===== config.mk =====
export PLATFORM = sky130hd
export DESIGN_NAME = dlx_commit_trace_flat
export DESIGN_NICKNAME = d
export VERILOG_FILES = /design/src/rtl/dlx_commit_trace_if.sv /design/src/rtl/dlx_commit_trace.sv /design/src/flat_wrapper.sv
export SDC_FILE = /design/constraint.sdc
export NUM_CORES = 1
export LEC_CHECK = 0
export ABC_AREA = 1
export CAP_MARGIN = 20
export CORE_UTILIZATION = 45
export DETAILED_ROUTE_END_ITERATION = 12
export GPL_ROUTABILITY_DRIVEN = 0
export PLACE_DENSITY = 0.72
export SLEW_MARGIN = 25
export SYNTH_ARGS = -nofsm -noshare
export SYNTH_HDL_FRONTEND = slang
export SYNTH_SLANG_ARGS = --single-unit

===== constraint.sdc =====
create_clock -name clk -period 9.1 [get_ports clk]
set_clock_uncertainty 0.15 [all_clocks]
set_input_delay 0.91 -clock clk [delete_from_list [all_inputs] [get_ports clk]]
set_output_delay 0.91 -clock clk [all_outputs]
set_load 0.01 [all_outputs]

===== src/rtl/dlx_commit_trace_if.sv =====
// Bundle between the fetch stage, the commit-trace block and the record consumer.
// The slave modport is the trace block's view; master is the driver/consumer side.
interface dlx_commit_trace_if;
    logic [31:0] iw_in;
    logic [31:0] pc_in;
    logic        iw_en;
    logic        rec_valid;
    logic        rec_ready;
    logic [31:0] rec_iw;
    logic [31:0] rec_pc;
    logic [5:0]  rec_opcode;
    logic [1:0]  rec_type;
    logic [4:0]  rec_rs1;
    logic [4:0]  rec_rs2;
    logic [4:0]  rec_rd;
    logic [25:0] rec_imm;
    logic [3:0]  rec_count;
    logic        ovf;
    logic [15:0] drop_cnt;

    modport master (
        output iw_in, pc_in, iw_en, rec_ready,
        input  rec_valid, rec_iw, rec_pc, rec_opcode, rec_type,
               rec_rs1, rec_rs2, rec_rd, rec_imm, rec_count, ovf, drop_cnt
    );

    modport slave (
        input  iw_in, pc_in, iw_en, rec_ready,
        output rec_valid, rec_iw, rec_pc, rec_opcode, rec_type,
               rec_rs1, rec_rs2, rec_rd, rec_imm, rec_count, ovf, drop_cnt
    );
endinterface


===== src/rtl/dlx_commit_trace.sv =====
// DLX commit trace: delay line of fetched words feeding a show-ahead record FIFO.
// Optional macro DLX_TRACE_DROP_COUNT_EN enables the saturating drop counter.
module dlx_commit_trace #(
    parameter int DELAY      = 6,
    parameter int FIFO_DEPTH = 8
) (
    input logic              clk,
    input logic              rst,
    dlx_commit_trace_if.slave bus
);
    localparam int AW = (FIFO_DEPTH > 1) ? $clog2(FIFO_DEPTH) : 1;
    localparam int CW = $clog2(FIFO_DEPTH + 1);
    localparam int WW = $clog2(DELAY + 1);

    typedef struct packed {
        logic [31:0] iw;
        logic [31:0] pc;
    } stage_t;

    stage_t          line_q [DELAY];
    stage_t          line_d [DELAY];
    stage_t          mem_q  [FIFO_DEPTH];
    stage_t          mem_d  [FIFO_DEPTH];
    logic [WW-1:0]   warm_q, warm_d;
    logic [AW-1:0]   rd_ptr_q, rd_ptr_d;
    logic [AW-1:0]   wr_ptr_q, wr_ptr_d;
    logic [CW-1:0]   count_q, count_d;
    logic            ovf_q, ovf_d;

    logic            push;
    logic            pop;
    logic            full;
    logic            drop;
    logic            accept;
    stage_t          head;

    always_comb begin
        push   = bus.iw_en && (warm_q == WW'(DELAY));
        pop    = (count_q != '0) && bus.rec_ready;
        full   = (count_q == CW'(FIFO_DEPTH));
        // A simultaneous pop frees the slot, so a full FIFO only drops without one.
        drop   = push && full && !pop;
        accept = push && !drop;
    end

    always_comb begin
        for (int k = 0; k < DELAY; k++) begin
            line_d[k] = line_q[k];
        end
        warm_d = warm_q;
        if (bus.iw_en) begin
            line_d[0] = {bus.iw_in, bus.pc_in};
            for (int k = 1; k < DELAY; k++) begin
                line_d[k] = line_q[k-1];
            end
            if (warm_q != WW'(DELAY)) begin
                warm_d = warm_q + WW'(1);
            end
        end
    end

    always_comb begin
        for (int k = 0; k < FIFO_DEPTH; k++) begin
            mem_d[k] = mem_q[k];
        end
        wr_ptr_d = wr_ptr_q;
        rd_ptr_d = rd_ptr_q;
        count_d  = count_q;
        ovf_d    = ovf_q | drop;
        if (accept) begin
            mem_d[wr_ptr_q] = line_q[DELAY-1];
            wr_ptr_d        = wr_ptr_q + AW'(1);
        end
        if (pop) begin
            rd_ptr_d = rd_ptr_q + AW'(1);
        end
        if (accept && !pop) begin
            count_d = count_q + CW'(1);
        end else if (pop && !accept) begin
            count_d = count_q - CW'(1);
        end
    end

    always_ff @(posedge clk) begin
        if (!rst) begin
            for (int k = 0; k < DELAY; k++) begin
                line_q[k] <= '0;
            end
            warm_q   <= '0;
            rd_ptr_q <= '0;
            wr_ptr_q <= '0;
            count_q  <= '0;
            ovf_q    <= 1'b0;
        end else begin
            for (int k = 0; k < DELAY; k++) begin
                line_q[k] <= line_d[k];
            end
            warm_q   <= warm_d;
            rd_ptr_q <= rd_ptr_d;
            wr_ptr_q <= wr_ptr_d;
            count_q  <= count_d;
            ovf_q    <= ovf_d;
        end
    end

    // Record storage carries no reset; occupancy alone decides what is valid.
    always_ff @(posedge clk) begin
        for (int k = 0; k < FIFO_DEPTH; k++) begin
            mem_q[k] <= mem_d[k];
        end
    end

    always_comb begin
        head           = mem_q[rd_ptr_q];
        bus.rec_valid  = (count_q != '0);
        bus.rec_iw     = head.iw;
        bus.rec_pc     = head.pc;
        bus.rec_opcode = head.iw[31:26];
        bus.rec_count  = 4'(count_q);
        bus.ovf        = ovf_q;
        bus.rec_type   = 2'b01;
        bus.rec_rs1    = head.iw[25:21];
        bus.rec_rs2    = 5'd0;
        bus.rec_rd     = head.iw[20:16];
        bus.rec_imm    = {10'd0, head.iw[15:0]};
        if (head.iw[31:26] == 6'h00) begin
            bus.rec_type = 2'b00;
            bus.rec_rs2  = head.iw[20:16];
            bus.rec_rd   = head.iw[15:11];
            bus.rec_imm  = '0;
        end else if (head.iw[31:26] == 6'h02 || head.iw[31:26] == 6'h03) begin
            bus.rec_type = 2'b10;
            bus.rec_rs1  = '0;
            bus.rec_rd   = '0;
            bus.rec_imm  = head.iw[25:0];
        end
    end

`ifdef DLX_TRACE_DROP_COUNT_EN
    logic [15:0] drop_cnt_q, drop_cnt_d;

    always_comb begin
        drop_cnt_d = drop_cnt_q;
        if (drop && drop_cnt_q != 16'hFFFF) begin
            drop_cnt_d = drop_cnt_q + 16'd1;
        end
    end

    always_ff @(posedge clk) begin
        if (!rst) begin
            drop_cnt_q <= '0;
        end else begin
            drop_cnt_q <= drop_cnt_d;
        end
    end

    assign bus.drop_cnt = drop_cnt_q;
`else
    assign bus.drop_cnt = '0;
`endif
endmodule


===== src/flat_wrapper.sv =====
// flat-port wrapper written by rule: the top's interface ports become plain ports
module dlx_commit_trace_flat 
#(
    parameter int DELAY      = 6,
    parameter int FIFO_DEPTH = 8
)
  (clk, rst, bus_iw_in, bus_pc_in, bus_iw_en, bus_rec_ready, bus_rec_valid, bus_rec_iw, bus_rec_pc, bus_rec_opcode, bus_rec_type, bus_rec_rs1, bus_rec_rs2, bus_rec_rd, bus_rec_imm, bus_rec_count, bus_ovf, bus_drop_cnt);
  dlx_commit_trace_if bus_i ();
  input logic clk;
  input logic rst;
  input wire logic [$bits(bus_i.iw_in)-1:0] bus_iw_in;
  input wire logic [$bits(bus_i.pc_in)-1:0] bus_pc_in;
  input wire logic [$bits(bus_i.iw_en)-1:0] bus_iw_en;
  input wire logic [$bits(bus_i.rec_ready)-1:0] bus_rec_ready;
  output wire logic [$bits(bus_i.rec_valid)-1:0] bus_rec_valid;
  output wire logic [$bits(bus_i.rec_iw)-1:0] bus_rec_iw;
  output wire logic [$bits(bus_i.rec_pc)-1:0] bus_rec_pc;
  output wire logic [$bits(bus_i.rec_opcode)-1:0] bus_rec_opcode;
  output wire logic [$bits(bus_i.rec_type)-1:0] bus_rec_type;
  output wire logic [$bits(bus_i.rec_rs1)-1:0] bus_rec_rs1;
  output wire logic [$bits(bus_i.rec_rs2)-1:0] bus_rec_rs2;
  output wire logic [$bits(bus_i.rec_rd)-1:0] bus_rec_rd;
  output wire logic [$bits(bus_i.rec_imm)-1:0] bus_rec_imm;
  output wire logic [$bits(bus_i.rec_count)-1:0] bus_rec_count;
  output wire logic [$bits(bus_i.ovf)-1:0] bus_ovf;
  output wire logic [$bits(bus_i.drop_cnt)-1:0] bus_drop_cnt;
  assign bus_i.iw_in = bus_iw_in;
  assign bus_i.pc_in = bus_pc_in;
  assign bus_i.iw_en = bus_iw_en;
  assign bus_i.rec_ready = bus_rec_ready;
  assign bus_rec_valid = bus_i.rec_valid;
  assign bus_rec_iw = bus_i.rec_iw;
  assign bus_rec_pc = bus_i.rec_pc;
  assign bus_rec_opcode = bus_i.rec_opcode;
  assign bus_rec_type = bus_i.rec_type;
  assign bus_rec_rs1 = bus_i.rec_rs1;
  assign bus_rec_rs2 = bus_i.rec_rs2;
  assign bus_rec_rd = bus_i.rec_rd;
  assign bus_rec_imm = bus_i.rec_imm;
  assign bus_rec_count = bus_i.rec_count;
  assign bus_ovf = bus_i.ovf;
  assign bus_drop_cnt = bus_i.drop_cnt;
  dlx_commit_trace #(.DELAY(DELAY), .FIFO_DEPTH(FIFO_DEPTH)) u_core (.clk(clk), .rst(rst), .bus(bus_i));
endmodule

-- After elaboration in Yosys (flattened, before gate mapping)
Memories as Yosys holds them, arrays and structs flattened. A register that Yosys moved wholly into a read port is not among the register bits.
Cells that the tools add are included.
- multipliers: 0
- magnitude comparators: 2
- shift-type cells: 0
- muxes and demuxes: 26
- equal/unequal tests: 5
- reductions and logical operators: 16
- bitwise operators: 8
- divide/modulo/power cells: 0
- $add $sub $neg: 5
- operators by type and width (operator ; count):
    $bwmux 512 ; 1
    $mux 512 ; 1
    $mux 64 ; 7
    $mux 384 ; 1
    $demux 64 s3 ; 1
    $mux 26 ; 2
    $mux 5 ; 5
    $eq 6x2->1 const B ; 2
    $add 3x1->3 const B ; 3
    $logic_and 1x1->1 ; 8
    $mux 4 ; 2
    $or 1x1->1 ; 7
    $logic_not 6->1 ; 1
    $mux 3 ; 2
    $add 4x1->4 const B ; 1
    $eq 4x4->1 const B ; 1
    $ge 4x4->1 const B ; 1
    $lt 4x1->1 const B ; 1
    $mux 2 ; 2
    $not 3->4 ; 1
    $reduce_bool 4->1 ; 1
    $sub 4x1->4 const B ; 1
    $eq 3x3->1 const B ; 1
    $logic_not 1->1 ; 3
    5 further kinds ; 6
- RAM bits: 896
- output and inout bits: 135
- memories: 2
- ROM bits: 0
- word-level logic and storage cells: 69
- bits of input ports: 68
- latch bits: 0
- register bits after elaboration: 14
- memory list (memory ; words ; bits a word ; read ports ; clocked after Yosys merged registers in ; write ports ; line ; RTL):
    u_core.mem_q ; 8 ; 64 ; 9 ; 1 ; 8 ; dlx_commit_trace.sv:22 ; stage_t mem_q [FIFO_DEPTH];
    u_core.line_q ; 6 ; 64 ; 6 ; 0 ; 6 ; dlx_commit_trace.sv:20 ; stage_t line_q [DELAY];

-- Logic depth before layout (Yosys ltp)
Gate-level depths: netlist of the first run.
- depth after elaboration: 10
- depth in mapped cells: 18
- depth with buffers taken out: 18

-- Worst setup path before layout of the first run
OpenSTA, ideal clock, no wires.
- path kind: in2reg
- start point: input bus_iw_en
- end point: memory u_core.mem_q[0][0] (netlist name) (enable)
- data required time: 8464 ps
- cell stages on the path: 9
- library setup time: 486 ps
- data arrival time: 4435 ps
- setup slack: 4028 ps
- cells stage by stage: buf_2 buf_2 inv_2 nor2_1 nand3_1 nand2_1 inv_1 nand2_1 nor2_1
- RTL lines (what ; line ; RTL):
    start: declaration ; flat_wrapper.sv:13 ; input wire logic [$bits(bus_i.iw_en)-1:0] bus_iw_en;
    end: declaration ; dlx_commit_trace.sv:22 ;

==> results.cfg, run 1 <==
[flow_run]
maxCapViolCount = 0

[routing]
iteration_0_drc_count_of_the_detailed_router = 2313
route.vias.total = 23220
wl_per_cell_um = 17.16
routed_vias_inst = 5.211
drt.antenna.violating_nets = 0
drt-pass1-iter-count = 5
routed_wl_um = 76450
drc_errors = 0

[final_layout]
antenna_cells_inserted = 0
most_common_library_cell_in_the_layout_ignoring_fill_and_taps = nor2_1
commonest_cells_after_routing_fill_and_taps_aside = nor2_1 (1131), o21ai_0 (633), edfxtp_1 (512)
post-route-util_pct = 52.49
layout.cell_area.non_filler_um2 = 39280
flow.area_growth_from_synthesis_pct = 14.99
drive_gt1_share_pct = 5.535
finish.net_count = 3494

[timing]
timing.slew.headroom_pct = 29.40
final-max-slew-violation-count = 0
min_period_ns = 5.739
max_slew.worst_pin.slew_ns = 1.056
finalHoldViolCount = 0
max_freq_ghz = 0.1742
timing.final.setup_violations = 0
timing.setup.tns_ns = 0
rsz0062_at_grt = false
layout_worst_path_cycle_share_pct = 63.07

[critical_path]
path_depth_of_the_worst_reg2reg_path = 10
worstSetupPathType = reg2out
critical_path_fanouts_max = 84
crit_buf_inv = 4
cp_num_cells = 11
worst_ep_arrival_time_ns = 4.68
setup.worst_path.start_class = flip-flop
cp_slowest_stage_delay_ns = 0.86
worst-endpoint-required_ns = 8.04
worstSetupEndpointType = primary output
cpLargestDelayFamily = buffers and inverters
critPathSlowestCell = dfxtp_4
timing.critical_path.cells = clkinv_2 -> buf_4 -> nand3_1 -> nand2_1 -> nand2_1 -> nand2_2 -> nor2_4 -> nand2_2 -> inv_2 -> nor2_1 -> clkdlybuf4s50_1

[die]
top_level_ports = 203
dieArea_um2 = 77010
row_count = 100
fp.coreArea_um2 = 74820
die-height_um = 277.5
initial_core_util_pct = 45.65
die_width_um = 277.5

[clocking]
cts.htree.levels = 3
cts_resized = 0
post-cts-setup-buffers = 0
cts_made_buffers = 87
ctsHoldBuffers = 0
clock_tree.root_cell = clkbuf_16
tritoncts = done
clkLatencyLatePin_ns = 0.62
clkSlewWorstSetupHoldPaths_ns = 0.06
numClockSinks = 913
cts_max_path_buffers = 3

[global_route]
grt_first_pass_wirelength_um = 121600
grt_overflow_total = 0
grt_start_max_net_pins = 160
grt_pass1_vias = 21740
initial_antenna_violation_count = 0
track_usage_pct = 19.53

[pwr]
power.static_leakage_nw = 14.56
pwr_density_cell_nw_per_um2 = 275.3
peakVddDrop_mv = 0.1369

[yosys]
synth-edff-count = 512
combinational_family_with_the_most_area_after_synthesis = simple AND/OR/NAND/NOR gates
synth_top_flop_cell = edfxtp_1
synth_xor_area_share_pct = 0.05128
fraction_of_the_mapped_netlist_area_in_compound_gates_pct = 12.08
post_synth.cell_area_avg_um2 = 10.18
synth.distinct_cells = 29
yosys.area_share.adder_pct = 0.3150
synth_seq_cells = 913
synth.yosys.seq_area_share_pct = 68.51
yosysWarnings = 0
synthCells = 3356
synth-simple-area-share_pct = 14.66
mappedNetlistArea_um2 = 34160
postSynth.asyncResetShare_pct = 0
synthMuxAreaShare_pct = 0

[min_path]
hold_path_class = reg2reg
worstHoldPathCells = 2

[placed_design]
number_of_port_buffers = 186
place.detailed.hpwl_um = 41360
place_area_um2 = 36410

[status]
run_status = completed
-- flip-flops by register name (all words and copies together) (netlist names), named ones only --
register and flops:
u_core.rd_ptr_q 3, u_core.wr_ptr_q 3, u_core.bus.ovf 1, u_core.line_q 384, u_core.warm_q 3, u_core.mem_q 512
u_core.bus.rec_count 4
-- final cells by class --
class / instances / area [um2]
clock buffers: 131 / 2520
inverters: 89 / 347.8
well taps: 969 / 1212
clock inverters: 27 / 334.1
fillers: 6576 / 35550
repair buffers: 211 / 2074
multi-input cells: 2116 / 9378
flip-flops and latches: 913 / 23410
-- final timing paths --
path | start | to | slack (ns)
min | u_core.bus.ovf$_SDFF_PN0_ | u_core.bus.ovf$_SDFF_PN0_ | 0.30
max | flip-flop | bus_rec_imm[6] | 3.36
max reg2reg | u_core.warm_q[0]$_SDFFE_PN0P_ | u_core.mem_q[2][41]$_DFFE_PP_ | 5.64
min reg2reg | u_core.bus.ovf$_SDFF_PN0_ | u_core.bus.ovf$_SDFF_PN0_ | 0.30
-- logic make-up (layout without fill, tap and decap cells) --
kind of cell / count (synthesis) / count (layout)
xor gates and xnor gates: 2 / 2
buffers and inverters: 342 / 458
other: 1 / 16
adders and majority gates: 8 / 8
AOI/OAI and AO/OA: 782 / 782
DFF: 913 / 913
and+or+nand+nor: 1308 / 1308
-- worst register-to-register path, cell delays in order, from the launching register on --
cell and delay, ns:
dfxtp_1 0.37, inv_1 0.06, ha_1 0.20, nand2_1 0.08
nor2_1 0.06, nand3_1 0.14, nand2_1 0.12, inv_1 0.13
nand2_1 0.25, nor2_4 0.84, buf_4 0.66
-- report_power, final --
part           switching (W)  internal [W]
logic                0.00149       0.00104
clock network        0.00148       0.00211
registers           0.000197       0.00449
-- routing by layer --
layer  track usage, %  vias up  routed length (um)  part of all wire (%)
met4            5.983        0                1616                   2.1
met2            29.30      683               33380                    44
li1                 -    11460                   -                     -
met5                0        -                   0                     0
met1            29.04    10980               36890                    48
met3            3.049       94                4572                   6.0
-- stage by stage --
step / total power [W] / worst slack (ns) / hold WS [ns] / instances
detailed placement: 0.007303 / 3.934 / 0.2926 / 4298
floorplan: 0.006212 / 4.029 / 0.2621 / 3371
finish: 0.01081 / 3.361 / 0.2987 / 4456
CTS: 0.01090 / 3.274 / 0.3018 / 4456
global placement: 0.007265 / 3.969 / 0.2772 / 4298
global route: 0.01134 / 2.972 / 0.3286 / 4456
-- cells in the mapped netlist, drive strengths merged, types with 5 or more instances --
cell type     n  area share, %
nand2       122            1.4
edfxtp      512             45
dfxtp       401             24
o221ai       16           0.41
nand3        34           0.50
inv          89           0.98
a21oi        13           0.19
nor2       1151             13
ha            7           0.26
o22ai        68            1.2
a21boi        5           0.11
clkbuf      148            1.6
a31oi        32           0.59
buf         105            1.8
o21ai       648            9.5
(Power assumes the default switching activity.)
==> run 2, diff against run 1 <==
- clock period: 9.1 -> 5.8 ns (I/O delays scaled with it)
==> run 2 against run 1 <==
Against the previous run:
- flip-flop and latch count stayed put
- combinational power is 60% higher
- die area stayed put
- register-to-register slack worse by 2.8 ns
- critical endpoint is now bus_rec_imm[2]
- largest cell class unchanged
- largest power group unchanged
==> results.cfg, run 2 (synthesis gave the netlist of run 1 again) <==
[final_layout]
commonest_cells_after_routing_fill_and_taps_aside = nor2_1 (1131), o21ai_0 (633), edfxtp_1 (512)
top_register = u_core.mem_q
most_common_library_cell_in_the_layout_ignoring_fill_and_taps = nor2_1
drive_gt1_share_pct = 5.414
largest_register_ff_count = 512
finish.net_count = 3495
antenna_cells_inserted = 0
flow.area_growth_from_synthesis_pct = 15.55

[critical_path]
setup.worst_path.start_class = flip-flop
worstSetupEndpointType = primary output
timing.critical_path.cells = clkinv_2 -> buf_12 -> o21ai_0 -> o22ai_1 -> o21ai_0 -> nor2_1 -> clkdlybuf4s50_1
worstSetupPathType = reg2out
critPathSlowestCell = clkinv_2
cpLargestDelayFamily = buffers and inverters
worst-endpoint-required_ns = 5.07
cp_num_cells = 7
timing.critical_path.mode_cell = o21ai_0
cp_slowest_stage_delay_ns = 0.87
critical_path_fanouts_max = 73
worst_ep_arrival_time_ns = 4.25
crit_buf_inv = 3
path_depth_of_the_worst_reg2reg_path = 10

[global_route]
grt_overflow_total = 0
initial_antenna_violation_count = 1
track_usage_pct = 19.27
grt_start_max_net_pins = 274
grt.met1_usage_pct = 28.43
use_met3_pct = 2.880
grt_first_pass_wirelength_um = 119800
groute.layer.met2.usage_pct = 29.10
grt_most_used_layer = met2
grt_pass1_vias = 21740

[routing]
routed_vias_inst = 5.226
iteration_0_drc_count_of_the_detailed_router = 2539
wl_per_cell_um = 16.89
route.vias.total = 23310
drt-pass1-iter-count = 5
routed_wl_um = 75340
drc_errors = 0
drt.antenna.violating_nets = 0

[clocking]
ctsHoldBuffers = 0
cts_resized = 0
numClockSinks = 913
clkSlewWorstSetupHoldPaths_ns = 0.06
clkLatencyLatePin_ns = 0.63
post-cts-setup-buffers = 0
cts.htree.levels = 3
tritoncts = done
cts_max_path_buffers = 3
clock_tree.root_cell = clkbuf_16
cts_made_buffers = 87

[pwr]
total_power_w = 0.01716
power.static_leakage_nw = 14.63
peakVddDrop_mv = 0.2363
pwr_density_cell_nw_per_um2 = 434.7

[timing]
finalHoldViolCount = 0
layout_worst_path_cycle_share_pct = 85.83
timing.setup.tns_ns = 0
final-max-slew-violation-count = 0
timing.slew.headroom_pct = 27.22
max_freq_ghz = 0.2009
timing.final.setup_violations = 0
final.setup.worst_slack_ns = 0.8219
min_period_ns = 4.978
fin_worst_hold_slack_ns = 0.3042
max_slew.worst_pin.slew_ns = 1.092
rsz0062_at_grt = false

[die]
top_level_ports = 203
row_count = 100
initial_core_util_pct = 45.65
die_width_um = 277.5
die-height_um = 277.5
dieArea_um2 = 77010
fp.coreArea_um2 = 74820

[status]
run_status = completed

[placed_design]
dp_slack_ns = 1.276
number_of_port_buffers = 186
place.detailed.hpwl_um = 40290

[min_path]
worstHoldPathCells = 1
hold_path_class = reg2reg

[flow_run]
maxCapViolCount = 0
==> run 2: layer usage <==
layer  up-vias  part of all wire (%)
li1      11490                     -
met1     11050                    47
met2       668                    45
met3        98                   6.1
met4         0                   2.1
met5         -                     0
==> run 2: cell type report <==
type / count / area [um2]
fill: 6508 / 35350
sequential: 913 / 23410
multi-input combinational: 2116 / 9378
clock buffer: 114 / 2362
timing repair buffer: 212 / 2192
tap: 969 / 1212
clock inverter: 47 / 565.5
inverter: 89 / 350.3
==> run 2: final timing paths <==
path | slack (ns) | start | to
min | 0.30 | u_core.rd_ptr_q[2]$_SDFFE_PN0P_ | u_core.rd_ptr_q[2]$_SDFFE_PN0P_
min reg2reg | 0.30 | u_core.rd_ptr_q[2]$_SDFFE_PN0P_ | u_core.rd_ptr_q[2]$_SDFFE_PN0P_
max reg2reg | 2.83 | u_core.warm_q[0]$_SDFFE_PN0P_ | u_core.mem_q[6][17]$_DFFE_PP_
max | 0.82 | flip-flop | bus_rec_imm[2]
==> run 2: power breakdown <==
| part | internal [W] | switching, W |
|---|---|---|
| combinational | 0.00165 | 0.00241 |
| clock | 0.00345 | 0.00234 |
| sequential | 0.00704 | 0.000272 |
| total | 0.0121 | 0.00502 |
==> run 2: through the flow <==
step	utilization, %	instances	cell area, um2
floorplan	-	3371	34210
CTS	52.75	4460	39470
global route	52.75	4460	39470
finish	52.75	4460	39470
detailed placement	48.84	4299	36540
global placement	48.84	4299	36540
